## config.mk

```make
export PLATFORM = sky130hd
export DESIGN_NAME = fp_alu_add
export DESIGN_NICKNAME = d
export VERILOG_FILES = /design/src/rtl/fp_alu_add.sv
export SDC_FILE = /design/constraint.sdc
export NUM_CORES = 1
export LEC_CHECK = 0
export BUFFER_PORTS_ARGS = -buffer_cell sky130_fd_sc_hd__buf_2
export CAP_MARGIN = 20
export CORE_ASPECT_RATIO = 0.9
export CORE_MARGIN = 2
export CORE_UTILIZATION = 27
export DETAILED_ROUTE_END_ITERATION = 16
export PLACE_DENSITY = 0.39
export SYNTH_ARGS = -nofsm -noshare
export SYNTH_HDL_FRONTEND = slang
export SYNTH_SLANG_ARGS = --single-unit
```

## constraint.sdc

```tcl
create_clock -name clk -period 0.8 [get_ports clk]
set_input_delay 0.08 -clock clk [delete_from_list [all_inputs] [get_ports clk]]
set_output_delay 0.08 -clock clk [all_outputs]
set_load 0.02 [all_outputs]
```

## src/rtl/fp_alu_add.sv

```systemverilog
// Binary32 adder: round-to-nearest-even, subnormal inputs/outputs flushed to zero, 1-cycle registered result.
// Define FPALU_ADD_OVERFLOW_EN to add the registered finite-overflow flag output.
module fp_alu_add (
  input  logic        clk,
  input  logic        rst_n,
  input  logic [31:0] a,
  input  logic [31:0] b,
  output logic [31:0] s
`ifdef FPALU_ADD_OVERFLOW_EN
  ,
  output logic        overflow
`endif
);

  localparam logic [31:0] QNAN = 32'h7FC0_0000;

  // Operand decode
  logic        sign_a, sign_b;
  logic [7:0]  exp_a, exp_b;
  logic [22:0] frac_a, frac_b;
  logic        zero_a, zero_b, inf_a, inf_b, nan_a, nan_b;

  assign sign_a = a[31];
  assign sign_b = b[31];
  assign exp_a  = a[30:23];
  assign exp_b  = b[30:23];
  assign frac_a = a[22:0];
  assign frac_b = b[22:0];
  assign zero_a = (exp_a == 8'h00);
  assign zero_b = (exp_b == 8'h00);
  assign inf_a  = (exp_a == 8'hFF) && (frac_a == 23'd0);
  assign inf_b  = (exp_b == 8'hFF) && (frac_b == 23'd0);
  assign nan_a  = (exp_a == 8'hFF) && (frac_a != 23'd0);
  assign nan_b  = (exp_b == 8'hFF) && (frac_b != 23'd0);

  logic        special;
  logic [31:0] special_res;

  // NOTE: every always_comb output gets a default first, so no path can infer a latch.
  always_comb begin
    special     = 1'b1;
    special_res = 32'h0000_0000;
    if (nan_a || nan_b || (inf_a && inf_b && (sign_a != sign_b))) special_res = QNAN;
    else if (inf_a)                                                 special_res = a;
    else if (inf_b)                                                 special_res = b;
    else if (zero_a && zero_b)                                      special_res = {sign_a & sign_b, 31'd0};
    else if (zero_a)                                                special_res = b;
    else if (zero_b)                                                special_res = a;
    else                                                            special     = 1'b0;
  end

  // Order by magnitude; ties pick A, which makes exact cancellation symmetric.
  logic        a_big;
  logic        sign_big;
  logic [7:0]  exp_big, exp_sml, exp_diff;
  logic [23:0] man_big, man_sml;

  assign a_big    = {exp_a, frac_a} >= {exp_b, frac_b};
  assign sign_big = a_big ? sign_a : sign_b;
  assign exp_big  = a_big ? exp_a  : exp_b;
  assign exp_sml  = a_big ? exp_b  : exp_a;
  assign man_big  = a_big ? {1'b1, frac_a} : {1'b1, frac_b};
  assign man_sml  = a_big ? {1'b1, frac_b} : {1'b1, frac_a};
  assign exp_diff = exp_big - exp_sml;

  // aligned = {24-bit significand, guard, round}; everything below folds into align_sticky.
  logic [49:0] shift_wide;
  logic [25:0] aligned;
  logic        align_sticky;

  always_comb begin
    shift_wide = {man_sml, 26'd0} >> exp_diff;
    if (exp_diff >= 8'd26) begin
      aligned      = 26'd0;
      align_sticky = 1'b1;
    end else begin
      aligned      = shift_wide[49:24];
      align_sticky = |shift_wide[23:0];
    end
  end

  logic        eff_sub;
  logic [26:0] sum_raw, diff_raw, pre_norm;
  logic        carry;

  assign eff_sub  = sign_a ^ sign_b;
  assign sum_raw  = {1'b0, man_big, 2'b00} + {1'b0, aligned};
  // Sticky takes part in the subtraction as a third low bit so the borrow keeps rounding exact.
  assign diff_raw = {man_big, 3'b000} - {aligned, align_sticky};

  // pre_norm = {24-bit significand, guard, round, sticky}
  always_comb begin
    carry    = 1'b0;
    pre_norm = {sum_raw[25:0], align_sticky};
    if (eff_sub) begin
      pre_norm = diff_raw;
    end else if (sum_raw[26]) begin
      carry    = 1'b1;
      pre_norm = {sum_raw[26:1], sum_raw[0] | align_sticky};
    end
  end

  logic        cancel;
  logic [4:0]  lzc;
  logic [26:0] norm;
  logic signed [9:0] exp_norm, exp_rnd;

  assign cancel = (pre_norm == 27'd0);

  always_comb begin
    lzc = 5'd0;
    for (int i = 0; i < 24; i++) begin
      if (pre_norm[3+i]) lzc = 5'(23 - i);
    end
  end

  assign norm     = pre_norm << lzc;
  assign exp_norm = {2'b00, exp_big} + {9'd0, carry} - {5'd0, lzc};

  logic        round_up;
  logic [24:0] man_rnd;
  logic [22:0] frac_rnd;

  assign round_up = norm[2] & (norm[1] | norm[0] | norm[3]);
  assign man_rnd  = {1'b0, norm[26:3]} + {24'd0, round_up};
  assign exp_rnd  = exp_norm + {9'd0, man_rnd[24]};
  assign frac_rnd = man_rnd[24] ? man_rnd[23:1] : man_rnd[22:0];

  logic [31:0] s_d, s_q;

  always_comb begin
    s_d = {sign_big, exp_rnd[7:0], frac_rnd};
    if (special)                    s_d = special_res;
    else if (cancel)                s_d = 32'h0000_0000;
    else if (exp_rnd >= 10'sd255)   s_d = {sign_big, 8'hFF, 23'd0};
    else if (exp_rnd <= 10'sd0)     s_d = {sign_big, 31'd0};
  end

  // NOTE: sequential state uses non-blocking assignments so every flop samples pre-edge values.
  always_ff @(posedge clk or negedge rst_n) begin
    if (!rst_n) s_q <= 32'h0000_0000;
    else        s_q <= s_d;
  end

  assign s = s_q;

`ifdef FPALU_ADD_OVERFLOW_EN
  logic overflow_d, overflow_q;

  assign overflow_d = !special && !cancel && (exp_rnd >= 10'sd255);

  always_ff @(posedge clk or negedge rst_n) begin
    if (!rst_n) overflow_q <= 1'b0;
    else        overflow_q <= overflow_d;
  end

  assign overflow = overflow_q;
`endif

endmodule

```

**After elaboration in Yosys (flattened, before gate mapping)**

Cells that the tools add are included.

- Input port bits: 66
- Bits in registers: 32

- Reduce and logical (&&, ||, !) cells: 17
- Bitwise logic cells: 6
- Magnitude comparators: 4
- Multiplexer cells: 52
- Shift operators: 2
- Add/subtract/negate cells: 7
- Equal/unequal tests: 3

Operators with widths:

| kind | number |
|---|---|
| 32-bit two-way mux | 8 |
| 5-bit two-way mux | 24 |
| 23-bit two-way mux | 3 |
| 31-bit two-way mux | 2 |
| 27-bit two-way mux | 2 |
| 50-bit by 8-bit right shift with 50-bit output | 1 |
| 23-bit logical NOT | 2 |
| 23-bit nonzero test | 2 |
| 31-bit greater-or-equal comparator | 1 |
| 26-bit by 26-bit adder with 27-bit output | 1 |
| 27-bit logical NOT | 1 |
| 27-bit by 5-bit left shift with 27-bit output | 1 |
| 27-bit subtractor | 1 |
| 26-bit two-way mux | 1 |
| 24-bit by 1-bit adder with 25-bit output | 1 |
| 24-bit OR reduction | 1 |
| 8-bit == test (second input constant) | 2 |
| 8-bit logical NOT | 2 |
| 8-bit two-way mux | 2 |
| 10-bit by 1-bit adder with 10-bit output | 1 |
| 10-bit by 9-bit greater-or-equal comparator with 1-bit output (second input constant) | 1 |
| 10-bit by 1-bit <= comparator with 1-bit output (second input constant) | 1 |
| 1-bit two-way mux | 10 |
| 9-bit by 5-bit subtractor with 10-bit output | 1 |
| 9 further kinds | 19 |

**Longest topological paths before layout**

Gate-level depths: netlist of run 1.

- Depth after elaboration: 44
- Mapped depth: 81
- Depth with buffers taken out: 69

**Worst setup path before layout of run 1**

Ideal clock, no wire load.

- Path kind: input -> register
- Start point: in b[29]
- End point: reg s_q[21] (netlist: s[21])
- Arrival: 13.848 ns
- Cell stages on the path: 73
- Slack: -13.183 ns
- Data required time: 0.665 ns
- Cells stage by stage: inv_1 ha_1 buf_2 nand4_2 nor4_1 nand3_1 and3_1 buf_6 nand2_4 buf_4 buf_2 clkbuf_1 clkbuf_1 mux2i_1 ha_1 buf_2 clkbuf_1 clkbuf_1 [... 37 more ...] nand2_2 or2_1 fa_1 inv_1 fa_1 a21o_1 a21oi_1 o21bai_1 a21oi_1 o21bai_1 a21oi_1 xnor2_1 or2_2 o41ai_1 nor3b_1 o21ai_1 buf_2 o22ai_1

- Longest elaborated chain between the ends: 43
- Elaborated cells between the ends (all ways): 79

Ends and longest elaborated chain:

| item | line | source |
|---|---|---|
| start, declared | 7 | `input logic [31:0] b,` |
| 31-bit greater-or-equal comparator | 58 | `assign a_big = {exp_a, frac_a} >= {exp_b, frac_b};` |
| 8-bit two-way mux, on equally long branches | 60, 61 |  |
| 8-bit subtractor | 64 | `assign exp_diff = exp_big - exp_sml;` |
| 50-bit by 8-bit right shift with 50-bit output / 8-bit by 5-bit greater-or-equal comparator with 1-bit output (equally long branches) | 72, 73 |  |
| 24-bit OR reduction / 26-bit two-way mux (equally long branches) | 78, 73 |  |
| 1-bit two-way mux / 26-bit by 26-bit adder with 27-bit output (equally long branches) | 73, 87 |  |
| 27-bit subtractor / 27-bit two-way mux (equally long branches) | 89, 97 |  |
| 27-bit two-way mux | 95 | `if (eff_sub) begin` |
| [... 28 more ...] | n/a |  |
| 24-bit by 1-bit adder with 25-bit output | 125 | `assign man_rnd = {1'b0, norm[26:3]} + {24'd0, round_up};` |
| 10-bit by 1-bit adder with 10-bit output | 126 | `assign exp_rnd = exp_norm + {9'd0, man_rnd[24]};` |
| 10-bit by 1-bit <= comparator with 1-bit output | 136 | `else if (exp_rnd <= 10'sd0) s_d = {sign_big, 31'd0};` |
| 31-bit two-way mux | 136 |  |
| 31-bit two-way mux | 135 | `else if (exp_rnd >= 10'sd255) s_d = {sign_big, 8'hFF, 23'd0};` |
| 32-bit two-way mux | 134 | `else if (cancel) s_d = 32'h0000_0000;` |
| 32-bit two-way mux * | 133 | `if (special) s_d = special_res;` |
| via s_d[21] | 129 | `logic [31:0] s_d, s_q;` |
| end signal, assigned | 141 | `if (!rst_n) s_q <= 32'h0000_0000;` |
| end signal, assigned | 142 | `else s_q <= s_d;` |
| end, declared | 129 |  |

Mark *: on every way through the listed nets, which the timed path passes. The rest lies on a longest branch.

**Worst setup path in the final report of run 1**

- Start point: in b[30]
- End point: reg s_q[16] (netlist: s[16])

The elaborated chain is that of the path after synthesis.

==> results of run 1 <==
[logic make-up after synthesis]
group,share of synthesized area [%]
buffers and inverters,8.010
flip-flops,5.715
AO/OA/AOI/OAI,38.45
XOR/XNOR,3.492
adder cells (fa/ha/maj),9.002
AND/OR/NAND/NOR,28.13
multiplexers,7.198
[Yosys cell counts, types with 32 or more instances]
cell type / number
xnor2_1: 41
nand2_1: 183
o211ai_1: 41
inv_1: 117
mux2i_1: 60
nand3_1: 86
dfrtp_1: 32
a21oi_1: 149
ha_1: 96
nor3_1: 61
clkbuf_1: 78
nor2_1: 178
o21ai_0: 150
[what timing repair did]
item	4_1_cts	5_1_grt
hold endpoints to repair	32	0
setup buffers	91	32
resized for setup	313	76
hold buffers	1	0
pin swaps	85	66
gates cloned	6	1
endpoints found under the setup margin	64	64
[per-layer routing]
metal	GRT usage [%]	vias to the layer above
met5	0	-
met2	49.54	892
met1	45.63	10210
met3	3.020	98
met4	4.980	0
li1	-	9824
[power by group through the flow]
stage | clock network [W] | logic (W) | registers (W)
6_report | 0.00213 | 0.0508 | 0.00264
5_1_grt | 0.00225 | 0.0536 | 0.00268
4_1_cts | 0.00215 | 0.0481 | 0.00264
3_5_place_dp | 0 | 0.0429 | 0.00251
3_3_place_gp | 0 | 0.0429 | 0.00251
2_1_floorplan | 0 | 0.0200 | 0.00328
[tightest hold or removal path: stages]
cell	delay [ps]
buf_6	80
buf_4	120
a221oi_1	90
o21ai_1	70
[through the flow]
step	hold WS, ps	power, W
CTS	215.7	0.05286
floorplan	-215.6	0.02327
detailed placement	46.78	0.04537
finish	219.9	0.05562
global placement	40.40	0.04544
global route	237.3	0.05858
[worst max path at each step]
stage	start	slack, ps	to
2_1_floorplan	b[25]	-11180	s[10]
3_3_place_gp	b[5]	-12100	s[10]
3_5_place_dp	b[2]	-12080	s[8]
4_1_cts	b[30]	-11000	s[20]
5_1_grt	b[24]	-11670	s[8]
6_report	b[30]	-11220	s[16]
[cell type report]
| type | instances | area share (%) |
|---|---|---|
| clock buffer | 5 | 0.4997 |
| clock inverter | 3 | 0.1699 |
| inverter | 122 | 1.929 |
| multi-input combinational | 1760 | 55.17 |
| sequential | 32 | 3.198 |
| tap | 688 | 3.438 |
| timing repair buffer | 1121 | 35.59 |
==> metrics.txt, run 1 <==
CP Buf/Inv Count 16; CTS root buffer clkbuf_16; Final Critical Period 12020 ps; Synth area leader ha_1; Residual DRC 0; hold path startpoint b[30]; antenna violations before repair 0; Synth area leaders ha_1 (8.6%), dfrtp_1 (5.7%), o21ai_0 (5.4%); Net Switching 0.02740 W; Mapped Area 14010 sq um; CP top delay family compound AO/OA/AOI/OAI gates; Setup CP Type input pin to register; flops & latches, synth 32; failing checks setup timing; Most used DFF post-synth dfrtp_1; buffers added on ports 97; count of pins over their slew limit 0; RSZ-0062 raised after global routing true; chip width 244.1 um; synth unique cells 128; vias in the first global route 20180; Starting Density 27.21%; sequential area share after synthesis 5.715%; ys async rst share 100.0%; Final Hold Fails 0; Setup crit start kind input pin; Pre-Repair DR Iteration Count 5; fin cells 3731; Peak VDD IR 1.838 mV; Seq pwr share 4.7%; Multi-input gate area 13820 sq um; clock transition at the registers of the reported paths 50 ps; register area 800.8 sq um; CTS Buf Count 5; setup TNS -352010 ps; highest routed layer met4; placed cells 3603; wire per inst 23.11 um; CTS tree built; Met2 Wirelength 37630 um; Required @ worst endpoint 960 ps; fin util 48.62%; hold worst-path end s[30]; upper clock frequency limit 0.08322 GHz; P per Cell Area 2221 nW/um^2; largest net degree at the start of global routing 77; Setup crit end kind register; slowest cell on the critical path mux4_2; Sw Ratio 49.26%; Final setup viols 64; core footprint 51500 sq um; CTS sink cnt 32; global-route usage over all layers 31.04%; pre-CTS setup slack -12080 ps; Worst-Margin Slew 938.2 ps; Area Growth Syn to Fin 78.72%; Critical Path Most Common Cell a21oi_2; H-tree levels 2; Final GP Congestion 0.9969; Comb pwr share 91.4%; cell count after synthesis 2049; first-pass GRT wire length 127900 um; layout cells sized above 1 49.06%; Die Y 220.1 um; WP data arrival 12170 ps; DR vias/cell 5.636; I/O Pins 98; period utilization 1502%; fin area 25040 sq um; max-cap viol count 0; Antenna Violating Nets Remaining 0; nets@finish 3207; HPWL Detailed 71040 um; Syn. warnings 0; Rows 79; via count 21030; Max FO, Critical Path 7; Clk network pwr share 3.8%; Worst path depth 73; aggregate routed wire length 86220 um; worst stage delay on the critical path 580 ps; Syn Nets 2214; metal3 WL 5993 um; GRT overflow 0; commonest non-fill, non-tap cells in the layout buf_4 (963), nand2_1 (178), nor2_1 (163), o21ai_0 (121), a21oi_1 (120); ant diodes 0; maximum root-to-sink buffer count 2; Int Power 0.02822 W; outcome finished with violations; Hold WC Path Type input pin to register; commonest non-fill, non-tap cell in the layout buf_4; max FFs per register 32; Mapped Avg Cell Area 6.838 sq um; 1st-iter DRT viols 1989; die area 53730 sq um; final setup margin -11220 ps; Slew headroom 37.46%; Area after DPL 22080 sq um; Post-synth EDFFs 0; post-synth top area share 8.573%; Min-Delay Path Depth 4; Pleak 11.39 nW; met1 WL 41110 um; # fillers 5184
No activity file was read; power rests on OpenSTA's default activity.
==> run 2: changes to the inputs <==
--- a/config.mk
+++ b/config.mk
@@ -11,7 +11,7 @@
 export CORE_MARGIN = 2
 export CORE_UTILIZATION = 27
 export DETAILED_ROUTE_END_ITERATION = 16
-export PLACE_DENSITY = 0.39
+export PLACE_DENSITY = 0.4
 export SYNTH_ARGS = -nofsm -noshare
 export SYNTH_HDL_FRONTEND = slang
 export SYNTH_SLANG_ARGS = --single-unit
==> constraint.sdc (replaced) <==
create_clock -name clk -period 10.7 [get_ports clk]
set_input_delay 1.07 -clock clk [delete_from_list [all_inputs] [get_ports clk]]
set_output_delay 1.07 -clock clk [all_outputs]
set_load 0.02 [all_outputs]
==> metrics.txt, run 2 (synthesis results as in run 1) <==
Rows 79 (unchanged); highest routed layer met4; Setup crit end kind register; first-pass GRT wire length 125000 um (-2.2%); largest net degree at the start of global routing 77 (unchanged); P per Cell Area 164.0 nW/um^2 (-93%); Worst path depth 69 (-5.5%); nets@finish 3144 (-2.0%); Final Hold Fails 0 (unchanged); WP data arrival 13360 ps (+1190 ps); hold_buf cts 0 (-1); worst stage delay on the critical path 600 ps (+20 ps); aggregate routed wire length 83800 um (-2.8%); fin util 46.39% (-2.2 points); clock transition at the registers of the reported paths 50 ps (about the same); count of pins over their slew limit 0 (unchanged); Max FO, Critical Path 7 (unchanged); DR vias/cell 5.621 (-0.27%); via count 20620 (-2.0%); Critical Path End s[4]; Final setup viols 31 (-52%); die area 53730 sq um (unchanged); commonest non-fill, non-tap cell in the layout buf_4; Pre-Repair DR Iteration Count 5 (unchanged); Die Y 220.1 um (unchanged); CTS sink cnt 32 (unchanged); CP Buf/Inv Count 17 (+1); Final GP Congestion 0.9653 (-3.2%); Peak VDD IR 0.1156 mV (-94%); Final Critical Period 13180 ps; upper clock frequency limit 0.07587 GHz; Slew headroom 30.91% (-6.5 points); buffers added on ports 97 (unchanged); CP top delay family compound AO/OA/AOI/OAI gates; Pleak 10.87 nW (-4.5%); slowest cell on the critical path mux2i_1; # fillers 5245 (+1.2%); period utilization 123.2%; Fin Hold WS 834.7 ps (+614.8 ps); ant diodes 0 (unchanged); global-route usage over all layers 30.28% (-0.76 points); max-cap viol count 0 (unchanged); Required @ worst endpoint 10880 ps (+9920 ps); commonest non-fill, non-tap cells in the layout buf_4 (923), nand2_1 (180), nor2_1 (168), o21ai_0 (121), a21oi_1 (120); layout cells sized above 1 47.32% (-1.7 points); CTS tree built; Multi-input gate area 13530 sq um (-2.1%); Starting Density 27.21% (unchanged); wire per inst 22.85 um (-1.1%); H-tree levels 2 (unchanged); HPWL Detailed 69960 um (-1.5%); Antenna Violating Nets Remaining 0 (unchanged); Area Growth Syn to Fin 70.49%; 1st-iter DRT viols 1962 (-1.4%); outcome finished with violations; Setup crit start kind input pin; antenna violations before repair 1 (+1); CTS root buffer clkbuf_16; Residual DRC 0 (unchanged); failing checks setup timing; Worst-Margin Slew 1035 ps (+97.06 ps); Met2 Wirelength 36490 um (-3.0%); CTS Buf Count 5 (unchanged); crit path from b[14]; RSZ-0062 raised after global routing true; maximum root-to-sink buffer count 2 (unchanged); Setup CP Type input pin to register; I/O Pins 98 (unchanged); final setup margin -2480 ps (+8736 ps); core footprint 51500 sq um (unchanged); vias in the first global route 19760 (-2.0%); chip width 244.1 um (unchanged); met1 WL 40070 um (-2.5%); Hold WC Path Type input pin to asynchronous set/reset pin; max FFs per register 32 (unchanged); metal3 WL 5772 um (-3.7%); setup TNS -73290 ps (+278720 ps); GRT overflow 0 (unchanged); register area 800.8 sq um (unchanged)
-- run 2: cell count changes in the layout (fill, tap and decap cells not counted), sizes merged --
cell | previous run | this run
buf | 1120 | 1058
bufbuf | 0 | 1
dlygate4sd3 | 1 | 0
nand2 | 187 | 186
-- run 2: area by class of cell --
class                   instances  share of cell area [%]
clock buffers                   5                  0.5238
multi-input cells            1759                   56.64
well taps                     688                   3.604
repair buffers               1059                   33.67
flip-flops and latches         32                   3.352
inverters                     122                   2.032
clock inverters                 3                  0.1781
-- run 2: power by group --
group          switching [W]  total, W  internal (W)
logic                0.00190   0.00357       0.00167
clock network      0.0000497  0.000159      0.000109
registers          0.0000143  0.000184      0.000170
total                0.00196   0.00392       0.00195
-- run 2: repair_timing --
item / CTS / global route
gates cloned: 3 / 0
gates resized for setup: 214 / 60
endpoints found under the setup margin: 31 / 31
pin swaps: 89 / 73
buffers inserted: 62 / 27
-- run 2: metal layers --
layer	GRT usage, %	vias up
met5	0	-
met4	4.675	0
met3	2.996	87
met2	48.56	849
met1	44.35	9984
li1	-	9696
-- run 2: metrics by stage --
step / power (W) / area (sq um) / instances / setup WS (ps)
2_1_floorplan: 0.001740 / 14510 / 2049 / -2266
3_3_place_gp: 0.003375 / 21760 / 3574 / -3037
3_5_place_dp: 0.003377 / 21760 / 3574 / -3208
4_1_cts: 0.003776 / 23430 / 3642 / -2178
5_1_grt: 0.004140 / 23890 / 3668 / -3115
6_report: 0.003917 / 23890 / 3668 / -2480
-- run 2: worst min-delay path by stage --
stage                     slack (ps)  endpoint  startpoint  cells past startpoint
after floorplan                  770      s[0]       rst_n                      0
after CTS                        860     s[10]       rst_n                      1
after detailed placement        1150     s[27]       rst_n                      1
after global placement          1140     s[25]       rst_n                      1
final                            830     s[29]       rst_n                      1
after global routing             890     s[26]       rst_n                      1
==> run 3: changes to the inputs <==
--- a/config.mk
+++ b/config.mk
@@ -12,6 +12,7 @@
 export CORE_UTILIZATION = 27
 export DETAILED_ROUTE_END_ITERATION = 16
 export PLACE_DENSITY = 0.4
+export REMOVE_ABC_BUFFERS = 1
 export SYNTH_ARGS = -nofsm -noshare
 export SYNTH_HDL_FRONTEND = slang
 export SYNTH_SLANG_ARGS = --single-unit
==> metrics.txt, run 3 (synthesis results as in run 1) <==
upper clock frequency limit 0.07677 GHz (+1.2%); count of pins over their slew limit 0 (unchanged); outcome finished with violations; Comb pwr share 91.2% (about the same); ant diodes 0 (unchanged); Worst-Margin Slew 893.3 ps (-142.0 ps); chip width 244.1 um (unchanged); Die Y 220.1 um (unchanged); Seq pwr share 4.8% (about the same); Final Hold Fails 0 (unchanged); Setup crit end kind register; Critical Path Most Common Cell a21oi_2; Clk network pwr share 4.0% (about the same); H-tree levels 2 (unchanged); Final GP Congestion 1.038 (+7.5%); I/O Pins 98 (unchanged); placed cells 3555 (-0.53%); layout cells sized above 1 48.82% (+1.5 points); RSZ-0062 raised after global routing true; CTS sink cnt 32 (unchanged); 1st-iter DRT viols 1937 (-1.3%); # fillers 5210 (-0.67%); Antenna Violating Nets Remaining 0 (unchanged); commonest non-fill, non-tap cell in the layout buf_4; fin area 24480 sq um (+2.5%); nets@finish 3181 (+1.2%); Required @ worst endpoint 10850 ps (-30 ps); CP top delay family compound AO/OA/AOI/OAI gates; Sw Ratio 49.53% (-0.60 points); maximum root-to-sink buffer count 2 (unchanged); setup TNS -66100 ps (+7191 ps); largest net degree at the start of global routing 69 (-10%); Rows 79 (unchanged); die area 53730 sq um (unchanged); via count 20790 (+0.83%); Net Switching 0.001947 W (-0.85%); Pleak 11.19 nW (+2.9%); Area after DPL 21240 sq um (-2.4%); Max FO, Critical Path 6 (-1); Setup CP Type input pin to register; clock transition at the registers of the reported paths 50 ps (about the same); HPWL Detailed 68020 um (-2.8%); Pwr Total 0.003931 W (+0.35%); slowest cell on the critical path or3_4; DR vias/cell 5.611 (-0.17%); hold_buf cts 0 (unchanged); buffers added on ports 97 (unchanged); max-cap viol count 0 (unchanged); global-route usage over all layers 29.99% (-0.29 points); CTS tree built; Final setup viols 31 (unchanged); CTS Buf Count 5 (unchanged); WP data arrival 13170 ps (-190 ps); worst stage delay on the critical path 450 ps (-150 ps); P per Cell Area 160.6 nW/um^2 (-2.1%); Slew headroom 40.38% (+9.5 points); Pre-Repair DR Iteration Count 6 (+1); Peak VDD IR 0.1206 mV (+4.3%); failing checks setup timing; Final Critical Period 13030 ps (-153.6 ps); period utilization 121.7% (-1.4 points); first-pass GRT wire length 124600 um (-0.37%); vias in the first global route 20270 (+2.6%); Hold WC Path Type input pin to asynchronous set/reset pin; max FFs per register 32 (unchanged); crit path from b[10]; aggregate routed wire length 84010 um (+0.26%); Int Power 0.001984 W (+1.6%); commonest non-fill, non-tap cells in the layout buf_4 (946), nand2_1 (178), nor2_1 (163), a21oi_1 (125), o21ai_0 (120); final setup margin -2327 ps (+153.6 ps); Residual DRC 0 (unchanged); fin cells 3705 (+1.0%); antenna violations before repair 2 (+1); wire per inst 22.68 um (-0.74%); CTS root buffer clkbuf_16; GRT overflow 0 (unchanged); Setup crit start kind input pin; CP Buf/Inv Count 15 (-2); core footprint 51500 sq um (unchanged); Starting Density 27.21% (unchanged); Area Growth Syn to Fin 74.72%
## run 3: cell count changes in the layout (fill, tap and decap cells not counted), sizes merged
cell and delta:
buf +33, clkbuf +3, a2bb2oi +1, clkinvlp -1, nor2 +1, or2 +1
o21ai -1
## run 3: power by group through the flow
stage / clock (W) / combinational, W / sequential (W)
finish: 0.000157 / 0.00359 / 0.000187
global route: 0.000167 / 0.00380 / 0.000191
CTS: 0.000158 / 0.00337 / 0.000188
detailed placement: 0 / 0.00305 / 0.000189
global placement: 0 / 0.00306 / 0.000189
floorplan: 0 / 0.00135 / 0.000245
## run 3: worst max path at each step
stage	cells after the start	slack [ps]	to
after floorplan	56	-7550	s[6]
after global placement	74	-3690	s[8]
after detailed placement	74	-3910	s[10]
after CTS	76	-2020	s[10]
after global routing	71	-2860	s[20]
final	71	-2330	s[10]
## run 3: cell type report
class	instances	area (sq um)	area share, %
multi-input cells	1761	13740	56.14
repair buffers	1094	8436	34.46
well taps	688	860.8	3.516
flip-flops and latches	32	800.8	3.271
inverters	122	475.5	1.942
clock buffers	6	128.9	0.5265
clock inverters	2	35.03	0.1431
## run 3: metal layers
| layer | GRT usage [%] | part of all wire, % |
|---|---|---|
| met5 | 0 | 0.021 |
| met2 | 50.93 | 47 |
| met3 | 3.532 | 6.3 |
| met1 | 40.65 | 45 |
| met4 | 6.626 | 2.5 |
## run 3: what timing repair did
item	4_1_cts	5_1_grt
pin swaps	122	64
resized for setup	303	103
cloned	6	4
buffers inserted	98	42
setup endpoints to repair	31	31
## run 3: per-stage QoR
stage / setup slack, ps / utilization [%] / hold WS (ps)
after floorplan: -7552 / - / 774.4
after global placement: -3686 / 41.24 / 1143
after detailed placement: -3912 / 41.24 / 1154
after CTS: -2016 / 45.96 / 866.8
after global routing: -2862 / 47.54 / 899.5
final: -2327 / 47.54 / 839.6
